**src/rtl/led_lights.sv**
```systemverilog
// Registered traffic-lamp driver with conflict detection, latched fault state and a saturating fault counter.
// Define LED_LIGHTS_BLINK_EN to make the fault-state red lamps blink with a half-period of BLINK_DIV cycles.
module led_lights #(
    parameter int BLINK_DIV = 25_000_000
) (
    input  logic       clk,
    input  logic       rst,
    input  logic [6:0] LEDs,
    input  logic       fault_clr,
    output logic       Rm,
    output logic       Ym,
    output logic       Gm,
    output logic       Rs,
    output logic       Ys,
    output logic       Gs,
    output logic       Walk,
    output logic       fault,
    output logic [7:0] fault_cnt
);

    typedef enum logic {
        ST_NORMAL,
        ST_FAULT
    } state_t;

    state_t     state;
    state_t     state_next;
    logic [6:0] lamps;
    logic [6:0] lamps_next;
    logic [7:0] cnt;
    logic [7:0] cnt_next;
    logic       conflict;
    logic       red_on;

    always_comb begin
        logic main_multi;
        logic side_multi;
        logic main_go;
        logic side_go;
        main_multi = (LEDs[6] & LEDs[5]) | (LEDs[6] & LEDs[4]) | (LEDs[5] & LEDs[4]);
        side_multi = (LEDs[3] & LEDs[2]) | (LEDs[3] & LEDs[1]) | (LEDs[2] & LEDs[1]);
        main_go    = LEDs[5] | LEDs[4];
        side_go    = LEDs[2] | LEDs[1];
        conflict   = main_multi | side_multi | (main_go & side_go)
                   | (LEDs[0] & (main_go | side_go));
    end

    // A conflict always wins, even against a simultaneous fault_clr.
    always_comb begin
        state_next = state;
        cnt_next   = cnt;
        if (conflict) begin
            state_next = ST_FAULT;
        end else if (state == ST_FAULT && !fault_clr) begin
            state_next = ST_FAULT;
        end else begin
            state_next = ST_NORMAL;
        end
        if (conflict && cnt != 8'hFF) begin
            cnt_next = cnt + 8'd1;
        end
    end

`ifdef LED_LIGHTS_BLINK_EN
    localparam int DW = (BLINK_DIV > 1) ? $clog2(BLINK_DIV) : 1;
    localparam logic [DW-1:0] DIV_LAST = DW'(BLINK_DIV - 1);

    logic [DW-1:0] div;
    logic [DW-1:0] div_next;
    logic          phase;
    logic          phase_next;

    // Phase 0 means lamps on; the divider restarts only on the normal-to-fault transition.
    always_comb begin
        div_next   = '0;
        phase_next = 1'b0;
        if (state_next == ST_FAULT && state == ST_FAULT) begin
            if (div == DIV_LAST) begin
                div_next   = '0;
                phase_next = ~phase;
            end else begin
                div_next   = div + DW'(1);
                phase_next = phase;
            end
        end
        red_on = ~phase_next;
    end

    always_ff @(posedge clk) begin
        if (rst) begin
            div   <= '0;
            phase <= 1'b0;
        end else begin
            div   <= div_next;
            phase <= phase_next;
        end
    end
`else
    // Steady red; BLINK_DIV only matters when blinking is built in.
    assign red_on = (BLINK_DIV > 0);
`endif

    always_comb begin
        lamps_next = LEDs;
        if (state_next == ST_FAULT) begin
            lamps_next = {red_on, 2'b00, red_on, 3'b000};
        end
    end

    always_ff @(posedge clk) begin
        if (rst) begin
            state <= ST_NORMAL;
            lamps <= '0;
            cnt   <= '0;
        end else begin
            state <= state_next;
            lamps <= lamps_next;
            cnt   <= cnt_next;
        end
    end

    assign {Rm, Ym, Gm, Rs, Ys, Gs, Walk} = lamps;
    assign fault     = (state == ST_FAULT);
    assign fault_cnt = cnt;

endmodule

```
**config.mk**
```make
export PLATFORM = sky130hd
export DESIGN_NAME = led_lights
export DESIGN_NICKNAME = d
export VERILOG_FILES = /design/src/rtl/led_lights.sv
export SDC_FILE = /design/constraint.sdc
export NUM_CORES = 1
export LEC_CHECK = 0
export ABC_AREA = 1
export CAP_MARGIN = 10
export CELL_PAD_IN_SITES_DETAIL_PLACEMENT = 1
export CELL_PAD_IN_SITES_GLOBAL_PLACEMENT = 2
export CORE_MARGIN = 5
export CORE_UTILIZATION = 23
export DETAILED_ROUTE_END_ITERATION = 10
export GPL_TIMING_DRIVEN = 0
export PLACE_DENSITY = 0.79
export SLEW_MARGIN = 20
export SYNTH_ARGS = -nofsm -noshare
export SYNTH_HDL_FRONTEND = slang
export SYNTH_SLANG_ARGS = --single-unit
```
**constraint.sdc**
```tcl
create_clock -name clk -period 1.7 [get_ports clk]
set_clock_uncertainty 0.05 [all_clocks]
set_input_delay 0.34 -clock clk [delete_from_list [all_inputs] [get_ports clk]]
set_output_delay 0.34 -clock clk [all_outputs]
set_load 0.01 [all_outputs]
```
==> impl_metrics.toml, run 1 <==
[place]
detailed_place.area_mm2 = 0.00109
gp_congestion = 0.787
place_ws_ns = -0.0770
placed_cells = 179
hpwl_mm = 1.61
port_buffers = 25

[global_route]
use_met2_pct = 17.3
grt_use_met1_pct = 10.9
grt_overflow = 0
grt_util_all_layers_pct = 9.73
met3_usage_pct = 3.28
top_usage_layer = "met2"
antenna_found_initial = 0
grt_pass1_vias = 851
grt_pass1_wl_mm = 3.51
grt_max_degree = 11

[drt]
num_vias = 782
drc = 0
ant_nets = 0
wl_per_cell_um = 11.3
routed_wirelength_mm = 2.06
vias_per_cell = 4.27
first_pass_iters = 3
drt_iter0_markers = 29

[worst_setup_path]
cp_slowest_stage_delay_ns = 0.57
path_max_fanout = 4
crit_buf_inv = 1
crit_type = "reg -> out"
crit_family = "buffers and inverters"
start_kind = "register"
endpoint_kind = "output port"
slowest_stage = "clkdlybuf4s50_1"
cp.arrival_ns = 1.25
critical_path.cell_chain = "clkdlybuf4s50_1"
critPathRequiredTime_ns = 1.31

[synthesis]
netlist_area_um2 = 782
ys_warn_count = 0
syn-num-nets = 119
synth_cell_types = 18
syn_avg_cell_area_um2 = 7.24
yosysSeqAreaShare_pct = 41.0
synth-seq-cells = 16
netlist_instances = 108

[sta]
slew_headroom_pct = 84.5
rsz0062_at_grt = "false"
min_period_ns = 1.64
finalMaxSlewViolations = 0
period_share_pct = 96.6
setup_viol = 0
setup_ws_ns = 0.0579
hold_viol_final = 0
max_freq_mhz = 609
worst_pin_slew_ns = 0.233

[cells_and_area]
final_common_cell = "clkdlybuf4s50_1"
drive_gt1_share_pct = 16.8
fin_nets = 149
final_area_mm2 = 0.00113
num_antenna_cells = 0
layout_common_cells = "clkdlybuf4s50_1 (25), nand2_1 (21), nor2_1 (16)"
final_core_util_pct = 34.2
finalNonFillerCells = 183
area_growth_pct = 44.8

[floorplan]
die_h_um = 68.3
die_x_um = 68.3
dieArea_mm2 = 0.00467
io_pins = 26
initial_core_util_pct = 23.6
num_rows = 21
core-area_mm2 = 0.00331

[power]
p_leak_nw = 0.517
powerDensity_mw_per_mm2 = 702
p_total_w = 0.000795
ir_worst_vdd_v = 0.000242

[cts]
htreeDepth = 1
path_clk_slew_ns = 0.11
hold_buffers = 0
cts_root_buffer = "clkbuf_4"
tritoncts = "yes"
cts.sinks = 16
numCtsBuffers = 3
cts_buffer_depth = 2
clk_latency_ns = 0.29

[job]
max_cap_viol_count = 0

[outcome]
status = "complete, no violations"

[min_path]
hold_path.class = "reg -> reg"
-- where the power goes --
group | internal [W] | total, W | switching [W]
combinational | 0.0000669 | 0.000127 | 0.0000596
sequential | 0.000390 | 0.000402 | 0.0000119
clock | 0.000130 | 0.000266 | 0.000136
total | 0.000587 | 0.000795 | 0.000207
-- timing repair --
item                                    CTS  global route
gates resized for setup                   3             2
setup buffers                             0             0
endpoints found under the setup margin    3             2
-- per-stage QoR --
stage	TNS (ns)	hold WS [ns]
2_1_floorplan	0	0.390
3_3_place_gp	-0.240	0.470
3_5_place_dp	-0.467	0.482
4_1_cts	0	0.497
5_1_grt	0	0.530
6_report	0	0.496
-- tightest hold or removal path: cells and delay by family, from the launching register on --
family | cells | cell delay (ns)
compound gates | 1 | 0.05
flops | 1 | 0.38
simple gates | 1 | 0.09
-- final cells by class --
cell class | count | area, µm²
repair buffers | 25 | 250
plain buffers | 2 | 22.5
flip-flops and latches | 16 | 327
fillers | 430 | 2180
multi-input cells | 74 | 379
inverters | 16 | 60.1
well taps | 46 | 57.6
clock buffers | 4 | 36.3
-- per-layer routing --
layer	up-vias	share of wire [%]
met5	-	0
met4	0	0.63
met3	2	5.5
met2	21	48
met1	362	45
li1	397	-
-- cells by family after synthesis --
group / Yosys count / share of synthesized area, %
AO/OA/AOI/OAI: 13 / 10.6
adder cells (fa/ha/maj): 1 / 1.60
buffers and inverters: 18 / 10.6
flip-flops: 16 / 41.0
AND/OR/NAND/NOR: 60 / 36.3
-- synth_stat cells --
cell	n	area [µm²]
o21ai_0	1	5.00
nand2_4	2	22.5
nand3_1	14	70.1
a21oi_1	9	45.0
nor2_1	16	60.1
nor2_4	2	22.5
a21boi_0	1	7.51
nand2_1	21	78.8
nand4_1	1	6.26
buf_6	2	22.5
dfxtp_1	16	320
nor3_1	1	5.00
ha_1	1	12.5
inv_1	13	48.8
a21oi_4	1	16.3
inv_2	3	11.3
a21oi_2	1	8.76
nand2_2	3	18.8
-- state kept, by name, summed over array words and instances (netlist names) --
| register | cells |
|---|---|
| lamps | 7 |
| fault | 1 |
| fault_cnt | 8 |
-- worst paths after layout --
kind,startpoint,end,slack (ns),cells after the start
setup / recovery,fault_cnt[1],fault_cnt[1],0.06,1
hold / removal,fault_cnt[0],fault_cnt[0],0.50,2
setup reg to reg,fault_cnt[1],fault_cnt[5],0.21,8
hold reg to reg,fault_cnt[0],fault_cnt[0],0.50,2
No activity file was read; power rests on OpenSTA's default activity.
==> inputs of run 2 (changes only) <==
Settings changed: CORE_UTILIZATION 23 to 25, PLACE_DENSITY 0.79 to 0.85.
Clock period 1.7 ns to 2.1 ns, I/O delays scaled along.
==> run 2 against run 1 <==
Net effect:
- die area fell by 6.8%
- total power fell by 25%
- via count fell by 0.90%
- non-clock buffer count did not move
- final cell count fell by 1.6%
- sequential power fell by 19%
- largest power group unchanged
==> impl_metrics.toml, run 2 (same netlist as run 1, synthesis figures left out) <==
[power]
p_seq_share_pct = 54.4
p_sw_w = 0.000160
p_leak_nw = 0.507
switching_share_pct = 26.9
p_comb_share_pct = 17.2
p_int_w = 0.000436
power_frac_clock_pct = 28.4
ir_worst_vdd_v = 0.000198
powerDensity_mw_per_mm2 = 537

[worst_setup_path]
critical_path.cell_chain = "clkdlybuf4s50_1"
cp_slowest_stage_delay_ns = 0.58
crit_family = "buffers and inverters"
endpoint_kind = "output port"
crit_buf_inv = 1
critPathRequiredTime_ns = 1.63
slowest_stage = "clkdlybuf4s50_1"
start_kind = "register"
crit_type = "reg -> out"
cp.arrival_ns = 1.32
path_max_fanout = 6

[cts]
cts.sinks = 16
cts_root_buffer = "clkbuf_4"
path_clk_slew_ns = 0.10
cts_buffer_depth = 2
htreeDepth = 1
hold_buffers = 0
cts_setup_buffers = 0
tritoncts = "yes"
numCtsBuffers = 3
clk_latency_ns = 0.29
cts_resized = 0

[cells_and_area]
fin_nets = 149
final_common_cell = "clkdlybuf4s50_1"
num_antenna_cells = 0
drive_gt1_share_pct = 12.5
largest_reg_flops = 8
area_growth_pct = 41.9
layout_common_cells = "clkdlybuf4s50_1 (25), nand2_1 (21), nor2_1 (16), dfxtp_1 (16), nand3_1 (14)"
finalNonFillerCells = 180

[job]
max_cap_viol_count = 0

[floorplan]
initial_core_util_pct = 25.8
io_pins = 26
dieArea_mm2 = 0.00435
num_rows = 20
die_x_um = 65.9
die_h_um = 65.9
core-area_mm2 = 0.00303

[global_route]
grt_pass1_wl_mm = 3.51
grt_util_all_layers_pct = 10.3
grt_pass1_vias = 811
antenna_found_initial = 0
grt_max_degree = 11
grt_overflow = 0

[place]
placed_cells = 177
gp_congestion = 0.723
hpwl_mm = 1.59
port_buffers = 25

[sta]
period_share_pct = 85.4
max_freq_mhz = 557
setup_viol = 0
rsz0062_at_grt = "false"
slew_headroom_pct = 84.0
min_period_ns = 1.79
finalMaxSlewViolations = 0
hold_viol_final = 0
worst_pin_slew_ns = 0.240
fin_setup_tns_ns = 0

[drt]
drt_iter0_markers = 6
vias_per_cell = 4.31
first_pass_iters = 2
drc = 0
routed_wirelength_mm = 2.03
num_vias = 775
ant_nets = 0
wl_per_cell_um = 11.3

[min_path]
hold_path.class = "reg -> reg"

[outcome]
status = "complete, no violations"
run 2: changes by cell type in the layout (fill, tap and decap cells not counted), sizes merged:
cell    delta
clkbuf     -1
run 2: through the flow:
stage	setup slack (ns)	cell area [µm²]	util (%)	hold WS (ns)	power [W]
floorplan	0.714	782	-	0.470	0.000382
global placement	0.308	1090	35.9	0.468	0.000433
detailed placement	0.208	1090	35.9	0.488	0.000436
CTS	0.279	1110	36.7	0.502	0.000609
global route	0.244	1110	36.7	0.519	0.000634
finish	0.306	1110	36.7	0.497	0.000596
run 2: metal layers:
metal	GRT usage [%]	share of wire, %	up-vias
met5	0	0	-
met4	3.05	0	0
met3	2.89	6.4	0
met2	18.0	49	19
met1	12.0	44	360
li1	-	-	396
run 2: final timing paths:
path	cells after the start	to	slack (ns)	start
worst max-delay path	1	fault_cnt[3]	0.31	fault_cnt[3]
worst min register to register	2	fault_cnt[5]	0.50	fault_cnt[5]
worst min-delay path	2	fault_cnt[5]	0.50	fault_cnt[5]
worst max register to register	8	fault_cnt[5]	0.59	fault_cnt[0]
run 2: area by class of cell:
type / instances / area (µm²)
clock buffers: 3 / 22.5
multi-input cells: 74 / 379
flip-flops and latches: 16 / 320
plain buffers: 2 / 22.5
well taps: 44 / 55.1
fillers: 384 / 1920
repair buffers: 25 / 250
inverters: 16 / 60.1
run 2: power by group through the flow:
| stage | Combinational [W] | Sequential, W | Clock (W) |
|---|---|---|---|
| floorplan | 0.0000463 | 0.000336 | 0 |
| global placement | 0.000102 | 0.000331 | 0 |
| detailed placement | 0.000104 | 0.000332 | 0 |
| CTS | 0.000105 | 0.000325 | 0.000180 |
| global route | 0.000114 | 0.000327 | 0.000194 |
| finish | 0.000102 | 0.000324 | 0.000170 |
==> inputs of run 3 (changes only) <==
Settings changed: MAX_ROUTING_LAYER from default to met4.
==> run 3 against run 2 <==
Net effect:
- sequential power hardly changed
- non-clock buffer count unchanged
- critical path depth unchanged
- highest routed layer unchanged
- largest cell class unchanged
- clock-buffer cell count did not move
==> impl_metrics.toml, run 3 (same netlist as run 1, synthesis figures left out) <==
[cells_and_area]
final_common_cell = "clkdlybuf4s50_1"
drive_gt1_share_pct = 12.5
area_growth_pct = 41.9
final_core_util_pct = 36.7
fin_nets = 149
largest_reg_flops = 8
num_antenna_cells = 0
nFillCells = 384
layout_common_cells = "clkdlybuf4s50_1 (25), nand2_1 (21), nor2_1 (16), dfxtp_1 (16), nand3_1 (14)"
multi_input_area_um2 = 379
finalNonFillerCells = 180
regArea_um2 = 320

[sta]
setup_viol = 0
hold_viol_final = 0
slew_headroom_pct = 84.0
worst_pin_slew_ns = 0.240
fin_setup_tns_ns = 0
finalMaxSlewViolations = 0
rsz0062_at_grt = "false"
max_freq_mhz = 558
setup_ws_ns = 0.306
period_share_pct = 85.4
min_period_ns = 1.79

[floorplan]
io_pins = 26
dieArea_mm2 = 0.00435
num_rows = 20
die_h_um = 65.9
die_x_um = 65.9
core-area_mm2 = 0.00303
initial_core_util_pct = 25.8

[global_route]
grt_overflow = 0
grt_pass1_wl_mm = 3.51
grt_max_degree = 11
grt_util_all_layers_pct = 10.5
grt_pass1_vias = 811
antenna_found_initial = 0

[power]
ir_worst_vdd_v = 0.000198
p_leak_nw = 0.507
powerDensity_mw_per_mm2 = 537

[worst_setup_path]
critical_path.cell_chain = "clkdlybuf4s50_1"
slowest_stage = "clkdlybuf4s50_1"
start_kind = "register"
cp.depth = 1
endpoint_kind = "output port"
cp_slowest_stage_delay_ns = 0.58
crit_buf_inv = 1
cp.arrival_ns = 1.32
crit_type = "reg -> out"
path_max_fanout = 6
crit_family = "buffers and inverters"
rr_worst_depth = 8
critPathRequiredTime_ns = 1.63

[cts]
cts.sinks = 16
cts_buffer_depth = 2
cts_resized = 0
hold_buffers = 0
tritoncts = "yes"
cts_setup_buffers = 0
clk_latency_ns = 0.29
path_clk_slew_ns = 0.10
htreeDepth = 1
numCtsBuffers = 3
cts_root_buffer = "clkbuf_4"

[place]
placed_cells = 177
place_ws_ns = 0.208
gp_congestion = 0.732
port_buffers = 25
hpwl_mm = 1.59

[drt]
routed_wirelength_mm = 2.03
vias_per_cell = 4.31
ant_nets = 0
num_vias = 775
first_pass_iters = 2
drt_iter0_markers = 6
wl_per_cell_um = 11.3
drc = 0

[job]
max_cap_viol_count = 0

[outcome]
status = "complete, no violations"

[min_path]
hold_path.class = "reg -> reg"
holdPathStages = 2
## run 3: cell counts in the layout (fill, tap and decap cells not counted)
Identical to the previous run, type by type.
## run 3: through the flow
| stage | instance area, µm² | total power (W) | hold slack, ns |
|---|---|---|---|
| 6_report | 1110 | 0.000596 | 0.497 |
| 5_1_grt | 1110 | 0.000634 | 0.519 |
| 4_1_cts | 1110 | 0.000609 | 0.502 |
| 3_5_place_dp | 1090 | 0.000436 | 0.488 |
| 3_3_place_gp | 1090 | 0.000433 | 0.468 |
| 2_1_floorplan | 782 | 0.000382 | 0.470 |
## run 3: layout make-up
| class | count | share of cell area [%] |
|---|---|---|
| Clock buffer | 3 | 2.03 |
| Sequential cell | 16 | 28.9 |
| Tap cell | 44 | 4.96 |
| Buffer | 2 | 2.03 |
| Multi-Input combinational cell | 74 | 34.2 |
| Inverter | 16 | 5.41 |
| Timing Repair Buffer | 25 | 22.5 |
## run 3: final timing paths
kind | slack [ns] | startpoint | end
worst max-delay path | 0.31 | fault_cnt[3] | fault_cnt[3]
worst min-delay path | 0.50 | fault_cnt[5] | fault_cnt[5]
worst max register to register | 0.59 | fault_cnt[0] | fault_cnt[5]
worst min register to register | 0.50 | fault_cnt[5] | fault_cnt[5]
## run 3: layer usage
layer,vias up,wire length [µm],GRT usage (%)
li1,396,-,-
met2,19,1000,18.0
met4,0,0,3.05
met1,360,920,12.2
met3,0,112,2.55
met5,-,0,-
## run 3: where the power goes
group          internal, W  leakage, nW  switching (W)
logic            0.0000543        0.363      0.0000481
registers         0.000315        0.131     0.00000921
clock network    0.0000666       0.0138       0.000103
==> edit (flow settings as in run 1) <==
Add an input register stage for `fault_clr`, without a reset; this delays it by one clock. The other inputs are not delayed to match.
--- a/src/rtl/led_lights.sv
+++ b/src/rtl/led_lights.sv
@@ -24,2 +24,8 @@
     } state_t;
+
+    logic fault_clr_q;
+
+    always_ff @(posedge clk) begin
+        fault_clr_q <= fault_clr;
+    end
 
@@ -53,3 +59,3 @@
             state_next = ST_FAULT;
-        end else if (state == ST_FAULT && !fault_clr) begin
+        end else if (state == ST_FAULT && !fault_clr_q) begin
             state_next = ST_FAULT;
Check against the original RTL: not equivalent (Yosys sat finds a counterexample within 4 cycles, from zero or initial values and one cycle with rst high).
==> edit against run 1 <==
Routed wire length about the same. Register-to-register slack improved by 0.04 ns. Count of clock-buffer cells in the layout decreased by 1. Sequential cell count increased by 1. Area after synthesis increased by 2.6%. Setup slack worse by 0.0023 ns. Power down 1.8%. Largest cell class unchanged. Design area grew 1.4%.
==> edit: results (changes against run 1) <==
| Metric | Value |
|---|---|
| Hold Path Cell Cnt | `1 (-1)` |
| Initial DRC count | `35 (+21%)` |
| Post-DP HPWL | `1620 microns (about the same)` |
| Maximum vdd drop | `444 uV (+84%)` |
| Pleak | `0.537 nW (+3.9%)` |
| CP Launch Point | `fault_cnt[6]` |
| Net count reported at finish | `150 (+0.67%)` |
| All-Layer GR Usage | `9.10% (-0.63 points)` |
| Initial antenna violation count | `0 (unchanged)` |
| Sequential-to-total area share from yosys stat | `42.4% (+1.5 points)` |
| Detailed Route WL | `2060 microns (about the same)` |
| Clock group | `0.000230 W (-14%)` |
| Clk_buf instances | `3 (-1)` |
| Final GP Congestion | `0.791 (+0.46%)` |
| Grt met1 use | `10.0% (-0.90 points)` |
| Sequential cell area share | `30.4% (+1.6 points)` |
| Share of cells above drive strength 1 | `16.7% (-0.12 points)` |
| Router iterations before antenna repair | `4 (+1)` |
| Status | `finished, final reports clean` |
| Buffering overhead | `24.0% (-0.12 points)` |
| Top post-synthesis cells by area | `dfxtp_1 (42%), nand2_1 (9.8%), nand3_1 (8.7%)` |
| Metal-1 WL | `870 microns (-7.1%)` |
| Fraction of area in multi-input gates | `33.0% (-0.47 points)` |
| Vias | `794 (+1.5%)` |
| DR WL met2 | `1020 microns (+2.7%)` |
| Syn Nets | `120 (+0.84%)` |
| Worst setup path end | `fault_cnt[6]` |
| Global-route wire length before repair | `3590 microns (+2.2%)` |
| Seq pwr share | `54.4% (+3.8 points)` |
| Final clock period utilization by the worst path | `96.7% (+0.14 points)` |
| Synth Register Bits | `17 (+1)` |
| Fillers | `444 (+3.3%)` |
| Met3 Track Usage GR | `4.65% (+1.4 points)` |
| Slew HR | `85.4% (+0.92 points)` |
| Number of global-route vias before repair | `811 (-4.7%)` |
| Top cells by count, synth | `nand2_1 (21), dfxtp_1 (17), nor2_1 (16)` |
| Hold Crit Endpoint | `fault_clr_q` |
| Post-CTS resize count | `4 (+1)` |
| Switch share | `27.4% (+1.3 points)` |
| HP Start | `fault_clr` |
| Met2 Use GR | `15.6% (-1.8 points)` |
| Met3 Wirelength | `150 microns (+33%)` |
| Worst Hold Class | `input pin to flip-flop` |
| Worst R2R Setup Slack | `0.25 ns (+0.04 ns)` |
[edit: cell types whose count changed in the layout (fill, tap and decap cells not counted), sizes merged]
cell	change
clkbuf	-1
clkdlybuf4s50	-1
clkinv	+1
dfxtp	+1
dlymetal6s2s	+1
[edit: per-stage QoR]
step                cells  hold WS [ns]  utilization, %  area [sq um]
global placement      180         0.467            33.0          1110
detailed placement    180         0.487            33.0          1110
finish                184         0.426            34.2          1150
global route          184         0.399            34.2          1150
floorplan             109         0.318               -           802
CTS                   184         0.414            34.0          1140
[edit: cell families (layout without fill, tap and decap cells)]
| family | after synthesis | in the layout | synth area share (%) |
|---|---|---|---|
| AOI/OAI and AO/OA | 13 | 13 | 10.3 |
| adders and majority gates | 1 | 1 | 1.56 |
| buffers and inverters | 18 | 47 | 10.3 |
| DFF | 17 | 17 | 42.4 |
| and+or+nand+nor | 60 | 60 | 35.4 |
